$ cat config.mk
export PLATFORM = sky130hd
export DESIGN_NAME = seq_chunk_adder_flat
export DESIGN_NICKNAME = d
export VERILOG_FILES = /design/src/rtl/seq_chunk_adder_if.sv /design/src/rtl/seq_chunk_adder.sv /design/src/flat_wrapper.sv
export SDC_FILE = /design/constraint.sdc
export NUM_CORES = 1
export LEC_CHECK = 0
export CORE_AREA = 2 2 67 69
export CTS_CLUSTER_SIZE = 12
export DETAILED_ROUTE_END_ITERATION = 16
export DIE_AREA = 0 0 69 71
export GPL_TIMING_DRIVEN = 0
export PLACE_DENSITY = 0.73
export REMOVE_ABC_BUFFERS = 1
export SYNTH_ARGS = -nofsm -noshare
export SYNTH_HDL_FRONTEND = slang
export SYNTH_SLANG_ARGS = --single-unit
$ cat constraint.sdc
create_clock -name clk -period 2.9 [get_ports clk]
set_input_delay 0.87 -clock clk [delete_from_list [all_inputs] [get_ports clk]]
set_output_delay 0.87 -clock clk [all_outputs]
set_load 0.01 [all_outputs]
$ cat src/rtl/seq_chunk_adder_if.sv
// Handshake bundle for seq_chunk_adder.
// The master side is the producer and consumer; the slave side is the adder.
interface seq_chunk_adder_if #(
  parameter int NCHUNK = 4
);
  localparam int W = 3 * NCHUNK;

  logic         in_valid;
  logic         in_ready;
  logic [W-1:0] a;
  logic [W-1:0] b;
  logic         cin;
  logic         out_valid;
  logic         out_ready;
  logic [W-1:0] sum;
  logic         cout;
  logic         busy;

  modport master (
    output in_valid, a, b, cin, out_ready,
    input  in_ready, out_valid, sum, cout, busy
  );

  modport slave (
    input  in_valid, a, b, cin, out_ready,
    output in_ready, out_valid, sum, cout, busy
  );
endinterface

$ cat src/rtl/seq_chunk_adder.sv
// Wide unsigned adder built from one 3-bit ripple slice.
// The slice is reused once per cycle, lowest chunk first, with a registered carry.
module seq_chunk_adder #(
  parameter int NCHUNK = 4
) (
  input  logic             clk,
  input  logic             rst_n,
  seq_chunk_adder_if.slave bus
);
  localparam int W  = 3 * NCHUNK;
  localparam int IW = $clog2(NCHUNK);

  typedef enum logic [1:0] {IDLE, RUN, HOLD} state_t;

  state_t        state_reg;
  logic [W-1:0]  a_reg;
  logic [W-1:0]  b_reg;
  logic          carry_reg;
  logic [IW-1:0] idx_reg;
  logic          cout_reg;

  logic [2:0]    a_chunk [NCHUNK];
  logic [2:0]    b_chunk [NCHUNK];
  logic [2:0]    sum_chunk_reg [NCHUNK];
  logic [W-1:0]  sum_flat;
  logic [2:0]    a_sel;
  logic [2:0]    b_sel;
  logic [3:0]    slice_res;
  logic          accept;
  logic          last_chunk;

  assign accept     = (state_reg == IDLE) && bus.in_valid;
  assign last_chunk = (idx_reg == IW'(NCHUNK - 1));

  genvar gi;
  generate
    for (gi = 0; gi < NCHUNK; gi++) begin : g_chunk
      assign a_chunk[gi]        = a_reg[3*gi +: 3];
      assign b_chunk[gi]        = b_reg[3*gi +: 3];
      assign sum_flat[3*gi +: 3] = sum_chunk_reg[gi];

      // Each result chunk is written only on the cycle its index is active.
      always_ff @(posedge clk or negedge rst_n) begin
        if (!rst_n) begin
          sum_chunk_reg[gi] <= '0;
        end else if (accept) begin
          sum_chunk_reg[gi] <= '0;
        end else if (state_reg == RUN && idx_reg == IW'(gi)) begin
          sum_chunk_reg[gi] <= slice_res[2:0];
        end
      end
    end
  endgenerate

  assign a_sel     = a_chunk[idx_reg];
  assign b_sel     = b_chunk[idx_reg];
  assign slice_res = {1'b0, a_sel} + {1'b0, b_sel} + {3'b000, carry_reg};

  always_ff @(posedge clk or negedge rst_n) begin
    if (!rst_n) begin
      state_reg <= IDLE;
      a_reg     <= '0;
      b_reg     <= '0;
      carry_reg <= 1'b0;
      idx_reg   <= '0;
      cout_reg  <= 1'b0;
    end else begin
      case (state_reg)
        IDLE: begin
          if (bus.in_valid) begin
            a_reg     <= bus.a;
            b_reg     <= bus.b;
            carry_reg <= bus.cin;
            idx_reg   <= '0;
            cout_reg  <= 1'b0;
            state_reg <= RUN;
          end
        end
        RUN: begin
          carry_reg <= slice_res[3];
          if (last_chunk) begin
            cout_reg  <= slice_res[3];
            state_reg <= HOLD;
          end else begin
            idx_reg <= idx_reg + 1'b1;
          end
        end
        HOLD: begin
          if (bus.out_ready) begin
            state_reg <= IDLE;
          end
        end
        default: state_reg <= IDLE;
      endcase
    end
  end

  assign bus.in_ready  = (state_reg == IDLE);
  assign bus.out_valid = (state_reg == HOLD);
  assign bus.busy      = (state_reg != IDLE);
  assign bus.sum       = sum_flat;
  assign bus.cout      = cout_reg;
endmodule

$ cat src/flat_wrapper.sv
// flat-port wrapper written by rule: the top's interface ports become plain ports
module seq_chunk_adder_flat 
#(
  parameter int NCHUNK = 4
)
  (clk, rst_n, bus_in_valid, bus_a, bus_b, bus_cin, bus_out_ready, bus_in_ready, bus_out_valid, bus_sum, bus_cout, bus_busy);
  seq_chunk_adder_if #(.NCHUNK(NCHUNK)) bus_i ();
  input  logic clk;
  input  logic rst_n;
  input wire logic [$bits(bus_i.in_valid)-1:0] bus_in_valid;
  input wire logic [$bits(bus_i.a)-1:0] bus_a;
  input wire logic [$bits(bus_i.b)-1:0] bus_b;
  input wire logic [$bits(bus_i.cin)-1:0] bus_cin;
  input wire logic [$bits(bus_i.out_ready)-1:0] bus_out_ready;
  output wire logic [$bits(bus_i.in_ready)-1:0] bus_in_ready;
  output wire logic [$bits(bus_i.out_valid)-1:0] bus_out_valid;
  output wire logic [$bits(bus_i.sum)-1:0] bus_sum;
  output wire logic [$bits(bus_i.cout)-1:0] bus_cout;
  output wire logic [$bits(bus_i.busy)-1:0] bus_busy;
  assign bus_i.in_valid = bus_in_valid;
  assign bus_i.a = bus_a;
  assign bus_i.b = bus_b;
  assign bus_i.cin = bus_cin;
  assign bus_i.out_ready = bus_out_ready;
  assign bus_in_ready = bus_i.in_ready;
  assign bus_out_valid = bus_i.out_valid;
  assign bus_sum = bus_i.sum;
  assign bus_cout = bus_i.cout;
  assign bus_busy = bus_i.busy;
  seq_chunk_adder #(.NCHUNK(NCHUNK)) u_core (.clk(clk), .rst_n(rst_n), .bus(bus_i));
endmodule
==> flow_metrics.tcl <==
set metrics [dict create \
    run_status "finished, final reports clean" \
    worst-slew-pin-transition_ns 0.986 \
    timing.final.hold_violations 0 \
    synth-warning-count 0 \
    worst_hold_class "flop to flop" \
    total_power_mw 3.19 \
    io-pin-count 45 \
    hold_slack_ns 0.493 \
    cell_count_after_synthesis 143 \
    nNetsFinal 224 \
    antennaDiodeCount 0 \
    tritoncts_buffers 5 \
    synth_compound_area_frac 0.0238 \
    final_layout_size_suffix_gt1_frac 0.191 \
    layout.cells.most_common_list "sky130_fd_sc_hd__clkdlybuf4s50_1, sky130_fd_sc_hd__dfrtp_1, sky130_fd_sc_hd__mux2_2" \
    core_area_um2 4200 \
    synth_fa_ha_area_frac 0.0576 \
    grt_pass1_vias 1360 \
    cp_slowest_stage_delay_ns 0.83 \
    yosys-mux-area-fraction 0.268 \
    grt_max_degree 43 \
    port_buffers 44 \
    first_pass_grt_wire_length_um 6620 \
    fp-row-count 24 \
    synthArstFlopShare 1.00 \
    grt.met2_usage 0.301 \
    first_pass_iters 4 \
    clock-skew-final_ns 0.00599 \
    layout.cells.most_common "sky130_fd_sc_hd__clkdlybuf4s50_1" \
    power_per_cell_area_nw_per_um2 1230 \
    post_synth_num_cell_types 27 \
    clkTransAtPathRegs_ns 0.08 \
    layout_setup_ws_ns 0.273 \
    vias 1273 \
    die_w_um 69 \
    post_cts_resize_count 0 \
    die-height_um 71 \
    cts_hold_buf 0 \
    final.period_utilization 0.906 \
    post_drt_via_cell_ratio 5.30 \
    clock-root-buffer "sky130_fd_sc_hd__clkbuf_8" \
    first_iter_violations 60 \
    tritoncts "built" \
    initial_utilization 0.476 \
    clock_insertion_delay_at_the_later_pin_of_the_skew_report_ns 0.29 \
    track_usage 0.172 \
    postCtsSetupRepairBufs 0 \
    grt.overflow.total 0 \
    drv.max_cap_violation_count 0 \
    dp_worst_setup_slack_ns -0.0505 \
    antenna_found_initial 0 \
    postSynthRegisterBits 42 \
    crit_path_end_kind "flop" \
    htreeDepth 2 \
    cts_num_sinks 42 \
    die_area_um2 4900 \
    mappedNetlistArea_um2 2000 \
    period_needed_ns 2.63 \
    crit_path_top_delay_cell "sky130_fd_sc_hd__nor3b_4" \
    synth_flop_cell "sky130_fd_sc_hd__dfrtp_1" \
    slew-limit-headroom 0.342 \
    groute.layer.met3.usage 0.0484 \
    finalMaxSlewViolations 0 \
    criticalPathCategory "primary input to flop" \
    worstPathCellList "clkdlybuf4s50_1, nor3b_4, buf_16, nor2_1, mux2_2" \
    placement.cell_area_um2 2460 \
    synth_top_family_by_area "multiplexers" \
    seq_area_frac_synth 0.526 \
    post-route-drc-count 0 \
    cp-start-kind "primary input" \
    fin_util 0.618 \
    use_met1 0.202 \
    dp.final_hpwl_um 2830 \
    max-vdd-ir-drop_uv 496 \
    timing.fmax_mhz 381 \
    simple_gate_area_share_of_the_yosys_netlist 0.0682 \
    global_route.peak_usage_layer "met2" \
    p_leak_nw 1.19 \
    area.growth.synth_to_final_pct 30.0 \
    syn-mean-instance-area_um2 14.0 \
    final_antenna_net_count 0 \
    wl_per_cell_um 15.7 \
    worst-endpoint-required_ns 3.08 \
    synth-xor-area-share 0.00438 \
    max-clock-path-buffers 2 \
    drt_wl_total_um 3770 \
    rsz_0062_raised_after_global_routing "no" \
    synth_edf_count 0 \
    setup_viol 0 \
    routabilityCongestion 0.802 \
    timing.critical_path.arrival_ns 2.81 \
    layout.filler_cells 338 \
    worstPathMaxFanout 20 \
    final_design_area_no_fill_um2 2600 \
]
==> critical path: cells and delay by family <==
kind | cells | cell delay, ns
simple gates | 2 | 0.91
mux | 1 | 0.28
buf+inv | 2 | 0.74
==> synth_stat cells, types with 2 or more instances <==
cell type                  instances  area share
sky130_fd_sc_hd__dfrtp_1          42        0.53
sky130_fd_sc_hd__mux2_2           19        0.11
sky130_fd_sc_hd__nor2_1           15       0.028
sky130_fd_sc_hd__mux2i_1          12       0.060
sky130_fd_sc_hd__inv_1             9       0.017
sky130_fd_sc_hd__ha_1              6       0.038
sky130_fd_sc_hd__mux2_1            6       0.034
sky130_fd_sc_hd__mux4_2            6       0.068
sky130_fd_sc_hd__nand3b_1          5       0.019
sky130_fd_sc_hd__buf_6             3       0.017
sky130_fd_sc_hd__buf_2             2      0.0050
sky130_fd_sc_hd__fa_1              2       0.020
sky130_fd_sc_hd__nand2b_1          2      0.0063
==> layout make-up <==
class	count	area [µm²]	area share
Clock buffer	6	82.6	0.0318
Clock inverter	2	60.1	0.0231
Tap cell	52	65.1	0.0250
Multi-Input combinational cell	84	845	0.325
Sequential cell	42	1050	0.404
Timing Repair Buffer	45	463	0.178
Inverter	9	33.8	0.0130
==> cell families after synthesis <==
family / count (synthesis)
AOI/OAI and AO/OA: 7
adders and majority gates: 8
xor gates and xnor gates: 1
DFF: 42
muxes: 43
and+or+nand+nor: 25
buffers and inverters: 17
==> worst paths after layout <==
kind	from	end	slack (ns)	depth (start not counted)
worst min register to register	u_core.b_reg[9]	u_core.b_reg[9]	0.49	1
max in group asynchronous	rst_n	u_core.b_reg[4]	1.62	1
worst min-delay path	u_core.b_reg[9]	u_core.b_reg[9]	0.49	1
worst max-delay path	bus_in_valid	u_core.idx_reg[0]	0.27	5
min in group asynchronous	rst_n	u_core.bus.sum[10]	0.71	1
worst max register to register	u_core.idx_reg[0]	u_core.bus.sum[1]	0.27	7
==> power by group <==
group	switching, mW	total (mW)	internal [mW]
Combinational	0.717	1.55	0.832
Clock	0.195	0.562	0.367
Sequential	0.220	1.08	0.859
Total	1.13	3.19	2.06
==> through the flow <==
stage	TNS (ns)	std cells
after floorplan	0	135
after global placement	-7.53	231
after detailed placement	-0.289	232
after CTS	0	240
after global routing	0	240
final	0	240
==> routing by layer <==
layer | up-vias | routed length [µm]
met5 | - | 0
met4 | 0 | 78
met3 | 6 | 171
met2 | 39 | 1980
met1 | 644 | 1540
li1 | 584 | -
Note: power is estimated with default switching activity, not from simulation.
